## src/rtl/lc3_pkg.sv

```systemverilog
// rtl/lc3_pkg.sv - shared types and constants for the LC-3 handshake controller
package lc3;

  typedef enum logic [1:0] {
    ALU_CONTROL_PASS = 2'd0,
    ALU_CONTROL_ADD  = 2'd1,
    ALU_CONTROL_AND  = 2'd2,
    ALU_CONTROL_NOT  = 2'd3
  } aluControl_t;

  typedef enum logic [5:0] {
    FETCH0, FETCH1, FETCH2, DECODE,
    ADD, AND, NOT, BR, JMP, JSR0, JSR1,
    LD0, LD1, LD2, LDR0, LDR1, LDR2,
    LDI0, LDI1, LDI2, LDI3, LDI4, LEA,
    ST0, STR0, STI0, STI1, STI2, ST_DATA, ST_WR,
    TRAP0, TRAP1, TRAP2, HALT, ERROR
  } state_t;

  localparam logic [3:0] OPCODE_BR   = 4'b0000;
  localparam logic [3:0] OPCODE_ADD  = 4'b0001;
  localparam logic [3:0] OPCODE_LD   = 4'b0010;
  localparam logic [3:0] OPCODE_ST   = 4'b0011;
  localparam logic [3:0] OPCODE_JSR  = 4'b0100;
  localparam logic [3:0] OPCODE_AND  = 4'b0101;
  localparam logic [3:0] OPCODE_LDR  = 4'b0110;
  localparam logic [3:0] OPCODE_STR  = 4'b0111;
  localparam logic [3:0] OPCODE_RTI  = 4'b1000;
  localparam logic [3:0] OPCODE_NOT  = 4'b1001;
  localparam logic [3:0] OPCODE_LDI  = 4'b1010;
  localparam logic [3:0] OPCODE_STI  = 4'b1011;
  localparam logic [3:0] OPCODE_JMP  = 4'b1100;
  localparam logic [3:0] OPCODE_RES  = 4'b1101;
  localparam logic [3:0] OPCODE_LEA  = 4'b1110;
  localparam logic [3:0] OPCODE_TRAP = 4'b1111;

  // PC mux: incrementer, address adder, bus
  localparam logic [1:0] SEL_PC_INC = 2'b00;
  localparam logic [1:0] SEL_PC_EAB = 2'b01;
  localparam logic [1:0] SEL_PC_BUS = 2'b10;

  localparam logic [1:0] SEL_EAB2_ZERO  = 2'b00;
  localparam logic [1:0] SEL_EAB2_OFF6  = 2'b01;
  localparam logic [1:0] SEL_EAB2_OFF9  = 2'b10;
  localparam logic [1:0] SEL_EAB2_OFF11 = 2'b11;

  function automatic logic is_wait_state(input state_t s);
    return (s == FETCH1) || (s == LD1) || (s == LDR1) || (s == LDI1) ||
           (s == LDI3) || (s == STI1) || (s == TRAP1) || (s == ST_WR);
  endfunction

endpackage

```

## src/rtl/lc3_mem_wait_timer.sv

```systemverilog
// rtl/lc3_mem_wait_timer.sv - counts unanswered memory request cycles and flags a timeout
module lc3_mem_wait_timer #(
  parameter int MEM_TIMEOUT = 16
) (
  input  logic clk,
  input  logic rst,
  input  logic start,
  input  logic busy,
  input  logic ready,
  output logic timeout
);

  localparam logic [7:0] LIMIT = 8'(MEM_TIMEOUT - 1);

  logic [7:0] count_q, count_d;

  always_comb begin
    count_d = count_q;
    if (start) begin
      count_d = 8'd0;
    end else if (busy && !ready && (count_q != 8'hFF)) begin
      count_d = count_q + 8'd1;
    end
  end

  always_ff @(posedge clk or posedge rst) begin
    if (rst) begin
      count_q <= 8'd0;
    end else begin
      count_q <= count_d;
    end
  end

  // A ready in the limit cycle masks the timeout so the access completes.
  assign timeout = busy && !ready && (count_q == LIMIT);

endmodule

```

## src/rtl/lc3_hs_controller.sv

```systemverilog
// rtl/lc3_hs_controller.sv - LC-3 control FSM with memReq/memReady handshake and bus timeout
module lc3_hs_controller
  import lc3::*;
#(
  parameter int   MEM_TIMEOUT     = 16,
  parameter logic HALT_ON_ILLEGAL = 1'b1
) (
  input  logic        clk,
  input  logic        reset,
  input  logic [15:0] ir,
  input  logic        flagN,
  input  logic        flagZ,
  input  logic        flagP,
  input  logic        memReady,
  output logic        memReq,
  output logic        memWE,
  output logic        ldMAR,
  output logic        ldMDR,
  output logic        selMDR,
  output logic        enaMDR,
  output logic        enaPC,
  output logic        ldPC,
  output logic        enaMARM,
  output logic        selMAR,
  output logic        enaALU,
  output logic        regWE,
  output logic        flagWE,
  output logic        ldIR,
  output logic        selEAB1,
  output logic [1:0]  selPC,
  output logic [1:0]  selEAB2,
  output logic [2:0]  DR,
  output logic [2:0]  SR1,
  output logic [2:0]  SR2,
  output aluControl_t aluControl,
  output logic        halted,
  output logic        busError
);

  state_t state_q;
  logic   halted_q;
  logic   bus_error_q;
  logic   in_wait;
  logic   timeout;
  logic   branch_taken;
  logic   unused_ir;

  assign in_wait      = is_wait_state(state_q);
  assign branch_taken = (flagN & ir[11]) | (flagZ & ir[10]) | (flagP & ir[9]);
  assign unused_ir    = ^ir[5:3];

  lc3_mem_wait_timer #(
    .MEM_TIMEOUT(MEM_TIMEOUT)
  ) u_wait_timer (
    .clk    (clk),
    .rst    (reset),
    .start  (!in_wait),
    .busy   (memReq),
    .ready  (memReady),
    .timeout(timeout)
  );

  always_ff @(posedge clk or posedge reset) begin
    if (reset) begin
      state_q     <= FETCH0;
      halted_q    <= 1'b0;
      bus_error_q <= 1'b0;
    end else if (timeout) begin
      state_q     <= ERROR;
      halted_q    <= 1'b1;
      bus_error_q <= 1'b1;
    end else begin
      case (state_q)
        FETCH0: state_q <= FETCH1;
        FETCH1: if (memReady) state_q <= FETCH2;
        FETCH2: state_q <= DECODE;
        DECODE: begin
          case (ir[15:12])
            OPCODE_ADD:  state_q <= ADD;
            OPCODE_AND:  state_q <= AND;
            OPCODE_NOT:  state_q <= NOT;
            OPCODE_BR:   state_q <= BR;
            OPCODE_JMP:  state_q <= JMP;
            OPCODE_JSR:  state_q <= JSR0;
            OPCODE_LD:   state_q <= LD0;
            OPCODE_LDR:  state_q <= LDR0;
            OPCODE_LDI:  state_q <= LDI0;
            OPCODE_LEA:  state_q <= LEA;
            OPCODE_ST:   state_q <= ST0;
            OPCODE_STR:  state_q <= STR0;
            OPCODE_STI:  state_q <= STI0;
            OPCODE_TRAP: state_q <= TRAP0;
            default: begin
              // RTI and the reserved opcode
              if (HALT_ON_ILLEGAL) begin
                state_q  <= HALT;
                halted_q <= 1'b1;
              end else begin
                state_q <= FETCH0;
              end
            end
          endcase
        end
        JSR0:    state_q <= JSR1;
        LD0:     state_q <= LD1;
        LD1:     if (memReady) state_q <= LD2;
        LDR0:    state_q <= LDR1;
        LDR1:    if (memReady) state_q <= LDR2;
        LDI0:    state_q <= LDI1;
        LDI1:    if (memReady) state_q <= LDI2;
        LDI2:    state_q <= LDI3;
        LDI3:    if (memReady) state_q <= LDI4;
        ST0:     state_q <= ST_DATA;
        STR0:    state_q <= ST_DATA;
        STI0:    state_q <= STI1;
        STI1:    if (memReady) state_q <= STI2;
        STI2:    state_q <= ST_DATA;
        ST_DATA: state_q <= ST_WR;
        ST_WR:   if (memReady) state_q <= FETCH0;
        TRAP0:   state_q <= TRAP1;
        TRAP1:   if (memReady) state_q <= TRAP2;
        HALT:    state_q <= HALT;
        ERROR:   state_q <= ERROR;
        default: state_q <= FETCH0;
      endcase
    end
  end

  always_comb begin
    memReq     = 1'b0;
    memWE      = 1'b0;
    ldMAR      = 1'b0;
    ldMDR      = 1'b0;
    selMDR     = 1'b0;
    enaMDR     = 1'b0;
    enaPC      = 1'b0;
    ldPC       = 1'b0;
    enaMARM    = 1'b0;
    selMAR     = 1'b0;
    enaALU     = 1'b0;
    regWE      = 1'b0;
    flagWE     = 1'b0;
    ldIR       = 1'b0;
    selEAB1    = 1'b0;
    selPC      = SEL_PC_INC;
    selEAB2    = SEL_EAB2_ZERO;
    aluControl = ALU_CONTROL_PASS;
    DR         = ir[11:9];
    SR1        = ir[8:6];
    SR2        = ir[2:0];
    case (state_q)
      FETCH0: begin
        enaPC = 1'b1;
        ldMAR = 1'b1;
      end
      FETCH1: begin
        // PC advances only on the completing cycle, however long the wait
        memReq = 1'b1;
        selMDR = 1'b1;
        ldMDR  = memReady;
        ldPC   = memReady;
      end
      FETCH2: begin
        enaMDR = 1'b1;
        ldIR   = 1'b1;
      end
      ADD, AND, NOT: begin
        enaALU = 1'b1;
        regWE  = 1'b1;
        flagWE = 1'b1;
        aluControl = (state_q == ADD) ? ALU_CONTROL_ADD :
                     (state_q == AND) ? ALU_CONTROL_AND : ALU_CONTROL_NOT;
      end
      BR: begin
        if (branch_taken) begin
          ldPC    = 1'b1;
          selPC   = SEL_PC_EAB;
          selEAB2 = SEL_EAB2_OFF9;
        end
      end
      JMP: begin
        ldPC    = 1'b1;
        selPC   = SEL_PC_EAB;
        selEAB1 = 1'b1;
      end
      JSR0, TRAP0: begin
        enaPC = 1'b1;
        regWE = 1'b1;
        DR    = 3'd7;
      end
      JSR1: begin
        ldPC  = 1'b1;
        selPC = SEL_PC_EAB;
        if (ir[11]) begin
          selEAB2 = SEL_EAB2_OFF11;
        end else begin
          selEAB1 = 1'b1;
        end
      end
      LD0, LDI0, ST0, STI0: begin
        enaMARM = 1'b1;
        ldMAR   = 1'b1;
        selEAB2 = SEL_EAB2_OFF9;
      end
      LDR0, STR0: begin
        enaMARM = 1'b1;
        ldMAR   = 1'b1;
        selEAB1 = 1'b1;
        selEAB2 = SEL_EAB2_OFF6;
      end
      LD1, LDR1, LDI1, LDI3, STI1: begin
        memReq = 1'b1;
        selMDR = 1'b1;
        ldMDR  = memReady;
      end
      LDI2, STI2: begin
        enaMDR = 1'b1;
        ldMAR  = 1'b1;
      end
      LD2, LDR2, LDI4: begin
        enaMDR = 1'b1;
        regWE  = 1'b1;
        flagWE = 1'b1;
      end
      LEA: begin
        enaMARM = 1'b1;
        selEAB2 = SEL_EAB2_OFF9;
        regWE   = 1'b1;
      end
      ST_DATA: begin
        SR1    = ir[11:9];
        enaALU = 1'b1;
        ldMDR  = 1'b1;
      end
      ST_WR: begin
        memReq = 1'b1;
        memWE  = memReady;
      end
      TRAP1: begin
        enaMARM = 1'b1;
        selMAR  = 1'b1;
        ldMAR   = 1'b1;
        memReq  = 1'b1;
        selMDR  = 1'b1;
        ldMDR   = memReady;
      end
      TRAP2: begin
        enaMDR = 1'b1;
        ldPC   = 1'b1;
        selPC  = SEL_PC_BUS;
      end
      default: ;
    endcase
  end

  assign halted   = halted_q;
  assign busError = bus_error_q;

endmodule

```

## config.mk

```make
export PLATFORM = sky130hd
export DESIGN_NAME = lc3_hs_controller
export DESIGN_NICKNAME = d
export VERILOG_FILES = /design/src/rtl/lc3_pkg.sv /design/src/rtl/lc3_mem_wait_timer.sv /design/src/rtl/lc3_hs_controller.sv
export SDC_FILE = /design/constraint.sdc
export NUM_CORES = 1
export LEC_CHECK = 0
export BUFFER_PORTS_ARGS = -buffer_cell sky130_fd_sc_hd__buf_2
export CAP_MARGIN = 20
export CORE_UTILIZATION = 53
export DETAILED_ROUTE_END_ITERATION = 6
export HOLD_SLACK_MARGIN = 0.05
export PLACE_DENSITY = 0.8
export SETUP_SLACK_MARGIN = 0.1
export SLEW_MARGIN = 10
export SYNTH_ARGS = -nofsm -noshare
export SYNTH_HDL_FRONTEND = slang
export SYNTH_HIERARCHICAL = 1
export SYNTH_SLANG_ARGS = --single-unit
```

## constraint.sdc

```tcl
create_clock -name clk -period 3.11 [get_ports clk]
set_input_delay 0.622 -clock clk [delete_from_list [all_inputs] [get_ports clk]]
set_output_delay 0.622 -clock clk [all_outputs]
set_load 0.02 [all_outputs]
```

# Word-level counts from Yosys, hierarchy flattened
# Index checks and enable logic that the tools add are counted.
[totals]
mem_bits_rw = 0
n_memories = 0
output_inout_bits = 32
input_bits = 22
latchBits = 0
wordCells = 146
ff_bits = 16
romBits = 0
[op_classes]
addsub = 1
multipliers = 0
n_mux = 43
n_reduce_logical = 34
n_eq_ne = 59
n_shift = 0
magnitude_cmp = 0
div_mod_pow = 0
n_bitwise = 5
[ops]
columns = ["operator", "count"]
rows = [
  ["$pmux 6 s22", 1],
  ["$eq 6x5->1 const B", 16],
  ["$pmux 6 s14", 1],
  ["$mux 6", 9],
  ["$eq 6x4->1 const B", 8],
  ["$eq 4x4->1 const B", 6],
  ["$eq 6x3->1 const B", 4],
  ["$ne 3x3->1 const B", 8],
  ["$mux 1", 19],
  ["$eq 6x6->1 const B", 3],
  ["$eq 4x3->1 const B", 4],
  ["$mux 8", 2],
  ["$reduce_or 8->1", 2],
  ["$reduce_or 3->1", 5],
  ["$reduce_or 14->1", 1],
  ["$reduce_or 7->1", 2],
  ["$eq 6x2->1 const B", 2],
  ["$reduce_or 10->1", 1],
  ["$reduce_or 9->1", 1],
  ["$add 8x1->8 const B", 1],
  ["$eq 4x2->1 const B", 2],
  ["$eq 8x4->1 const B", 1],
  ["$mux 2", 4],
  ["$ne 8x8->1 const B", 1],
  ["22 further kinds", 38],
]

# Depth between registers and ports, before layout
[logic_depth]
word_depth = 9
depth_mapped = 11
ltp_nobuf = 9

# By module
# The synthesis kept the hierarchy.
[modules_own_cells]
columns = ["mod", "cells_each", "seq_area_each_um2", "area_each_um2", "n_inst"]
rows = [
  ["lc3_hs_controller", 222, 200.2, 1503.9, 1],
  ["lc3_mem_wait_timer", 45, 200.2, 455.4, 1],
]

# Least setup slack after synthesis
# Ideal clock, no wire load.
[synth_path]
kind = "reg2reg"
startpoint = "reg state_q[5]"
endpoint = "reg state_q[4]"
slack_ns = 0.261
stages_incl_launch_ff = 12
setup_time_ns = 0.103
synth_period_minus_slack_ns = 2.849
path_buffers = 4
t_arrival_ns = 2.745
path_cell_list = "dfrtp_1 clkbuf_1 buf_1 clkbuf_1 a21oi_1 nor2b_4 nand3_1 nor3_1 clkbuf_1 a2111oi_4 or2_0 o41ai_2"
[synth_between]
elab_chain_cells = 7
word_cells_on_any_way = 40
cone_classes = "eq/ne (31); mux (3); reduce/logical (6)"
[synth_rtl]
columns = ["item", "line_no", "rtl"]
rows = [
  ["from (decl)", "lc3_hs_controller.sv:40", "state_t state_q;"],
  ["from (signal assigned)", "lc3_hs_controller.sv:65", "state_q <= FETCH0;"],
  ["from (signal assigned)", "lc3_hs_controller.sv:69", "state_q <= ERROR;"],
  ["from (signal assigned)", "lc3_hs_controller.sv:74", "FETCH0: state_q <= FETCH1;"],
  ["$eq 6x1->1, or another cell as far along", "lc3_hs_controller.sv:151", "case (state_q)"],
  ["$reduce_or 8->1 (no line) *", "n/a", ""],
  ["$mux 1 *", "lc3_hs_controller.sv:151", ""],
  ["named net memReq", "lc3_hs_controller.sv:15", "output logic memReq,"],
  ["$logic_and 1x1->1 * (2 in series)", "lc3_mem_wait_timer.sv:35", "assign timeout = busy && !ready && (count_q == LIMIT);"],
  ["named net timeout", "lc3_hs_controller.sv:44", "logic timeout;"],
  ["$ne 3x3->1 (no line)", "n/a", ""],
  ["$reduce_and 8->1 (no line)", "n/a", ""],
]
# Mark *: on every way through the listed nets, which the timed path passes. The rest lies on a longest branch.
# A chain may end at the register's enable or synchronous reset.

# Worst setup path in the final report
[layout_path]
startpoint = "reg state_q[2]"
endpoint = "out ldMAR"
[layout_between]
elab_chain_cells = 3
word_cells_on_any_way = 12
cone_classes = "eq/ne (9); mux (1); reduce/logical (2)"
[layout_rtl]
columns = ["item", "line_no", "rtl"]
rows = [
  ["$eq 6x5->1, or another cell as far along", "lc3_hs_controller.sv:151", ""],
  ["$reduce_or 10->1 (no line) *", "n/a", ""],
  ["$mux 1 *", "lc3_hs_controller.sv:151", ""],
  ["to (decl)", "lc3_hs_controller.sv:17", "output logic ldMAR,"],
]
# Mark *: on every way between the ends. The rest lies on a longest branch, timed or not.

==> reports/metrics.yaml <==
status: "completed"
max-clock-path-buffers: 2
preCtsSetupSlack_ns: 0.457
crit_type: "flop to output pin"
viasPerCell: 6.12
synth_top_family_by_area: "simple AND/OR/NAND/NOR gates"
setup_violations: 0
overflow: 0
yosys-top-cells-area: "dfrtp_1, nor2_1, a21oi_1"
synth_ff_type: "dfrtp_1"
numCtsBuffers: 3
worstSetupEndpointType: "output pin"
synth_top_area_share_pct: 20.4
antenna_found_initial: 0
ys_async_sr_fraction_pct: 100
drtIter0Drc: 184
ys_ff_latch: 16
relSlewSlack_pct: 62.5
grt_usage_pct: 26.4
syn_inst: 267
n_antenna_cell: 0
dp_hpwl_um: 3800
leakage_nw: 1.01
areaGrowthSynthToFinish_pct: 14.5
fin_ws_ns: 0.236
power_density_nw_per_um2: 749
synth_compound_area_share_pct: 29.6
syn_area_um2: 1960
dp_cells: 342
nNetsFinal: 324
synth_edf_count: 0
seq_area_frac_synth_pct: 20.4
rr_startpoint: "state_q[0]$_DFFE_PP0P_"
slew_violations: 0
avgSynthCellArea_um2: 7.34
ant_nets: 0
max_freq_mhz: 348
post-route-period-util_pct: 92.4
holdCritPathClass: "input pin to asynchronous set/reset pin"
clk_latency_ns: 0.25
ir_drop_v: 0.000273
layout-drive-gt1-share_pct: 27.3
fp.dieH_um: 62.8
rows: 21
drc: 0
synth_largest_area_cell: "dfrtp_1"
initial_core_util_pct: 56.9
cp_max_fo: 24
cp.required_ns: 2.49
grt_max_degree: 29
vias: 2117
cp-start-kind: "flop"
htree_levels: 1
grt_pass1_vias: 1739
grt_setup_unrepaired: "no"
clock_sinks: 16
dr.pass1.iters: 5
finalWeightedCongestion: 0.963
startpoint: "state_q[2]$_DFFE_PP0P_"
worstMarginPinSlew_ns: 0.562
syn-num-nets: 290
ctsHoldBuffers: 0
reg2reg_slack_ns: 0.37
die-area_um2: 3940
synth_simple_gate_area_share_pct: 33.9
ctsResizeCount: 0
grt_pass1_wl_um: 8400
synth_cell_types: 73
core_um2: 3440
synth_mux_area_share_pct: 3.51
cts_setup_buffers: 0
cap_violations: 0
arrival_ns: 2.25
cts-root-buf: "clkbuf_8"
final.setup.tns_ns: 0
instances_no_fill: 346
synth_adder_area_share_pct: 0.639
io_buffers: 44
path_clk_slew_ns: 0.06
io_pins: 54
finalHoldViolations: 0
die_w_um: 62.8
synth-xor-area-share_pct: 2.68
fin_crit_ns: 2.87
synth_warnings: 6
wirelength_um: 5190
fin_skew_ns: 0.00658
cts_tree: "yes"
wl_per_cell_um: 15.0
-- cell type report --
type                       instances  area [um^2]
inverter                          11         41.3
tap                               46         57.6
fill                             307         1200
multi-input combinational        213         1380
timing repair buffer              56          310
sequential                        16          400
clock buffer                       4         55.1
-- registers in the layout, indices dropped and copies added (netlist names) --
name	flops
u_wait_timer/count_q	8
state_q	6
busError	1
halted	1
-- worst max-delay path, stage by stage (launching register included) --
cell      delay, ns
dfrtp_1        0.46
buf_4          0.30
and2_1         0.34
nand2_1        0.13
a211oi_1       0.35
a21oi_1        0.07
a21oi_1        0.16
buf_2          0.18
-- synthesized netlist by cell type, types with 3 or more instances --
cell type,count
clkbuf_1,7
mux2_2,3
or2_2,6
o21ai_0,16
nor2_1,29
o22ai_1,5
buf_1,6
a31oi_1,4
and3_1,3
nor3b_1,3
a21oi_1,20
buf_4,3
nand3_1,6
nor3_1,10
nand2b_1,11
xor2_1,4
nand4_1,4
inv_1,10
dfrtp_1,16
nor2b_1,6
or3_1,4
nand2_1,19
buf_2,8
a311oi_1,4
-- final timing paths --
check,endpoint,depth (start not counted)
max in group asynchronous,u_wait_timer/count_q[1]$_DFFE_PP0P_,2
worst max-delay path,ldMAR,7
worst min-delay path,state_q[1]$_DFFE_PP0P_,2
min in group clk,busError$_DFFE_PP0P_,1
worst min register to register,busError$_DFFE_PP0P_,1
worst max register to register,state_q[4]$_DFFE_PP0P_,10
-- per-stage QoR --
stage	hold slack, ns	util, %	area [um^2]	power, mW
floorplan	0.438	-	1960	1.20
global placement	0.458	63.6	2190	1.47
detailed placement	0.458	63.6	2190	1.47
CTS	0.315	65.2	2240	1.66
global route	0.337	65.2	2240	1.80
finish	0.312	65.2	2240	1.68
-- cell usage in the layout (no fill, tap or decap), drive strengths merged, types with 6 or more instances in the layout --
cell    count
a21oi      20
buf        56
dfrtp      16
inv        10
nand2      19
nand2b     11
nand3       6
nor2       29
nor2b       7
nor3       10
o21ai      17
or2         7
-- where the power goes --
part	leakage (nW)	total [mW]	internal [mW]	switching (mW)
clock network	0.0288	0.183	0.112	0.0705
logic	0.764	1.20	0.464	0.739
registers	0.215	0.295	0.242	0.0533
total	1.01	1.68	0.818	0.863
-- metal layers --
metal  share of wire [%]  global-route usage, %  vias to the layer above
met5                   0                      0                        -
met4                0.52                   5.23                        0
met3                 9.3                   4.20                        5
met2                  44                   37.9                      109
met1                  46                   41.0                      962
li1                    -                      -                     1041
-- cell families (layout without fill, tap and decap cells) --
kind of cell    Yosys count  in the layout
mux                       6              6
compound gates           82             82
flops                    16             16
xor+xnor                  6              6
simple gates            118            118
buf+inv                  38             71
fa+ha+maj                 1              1
Power figures use the tool's default switching activity.
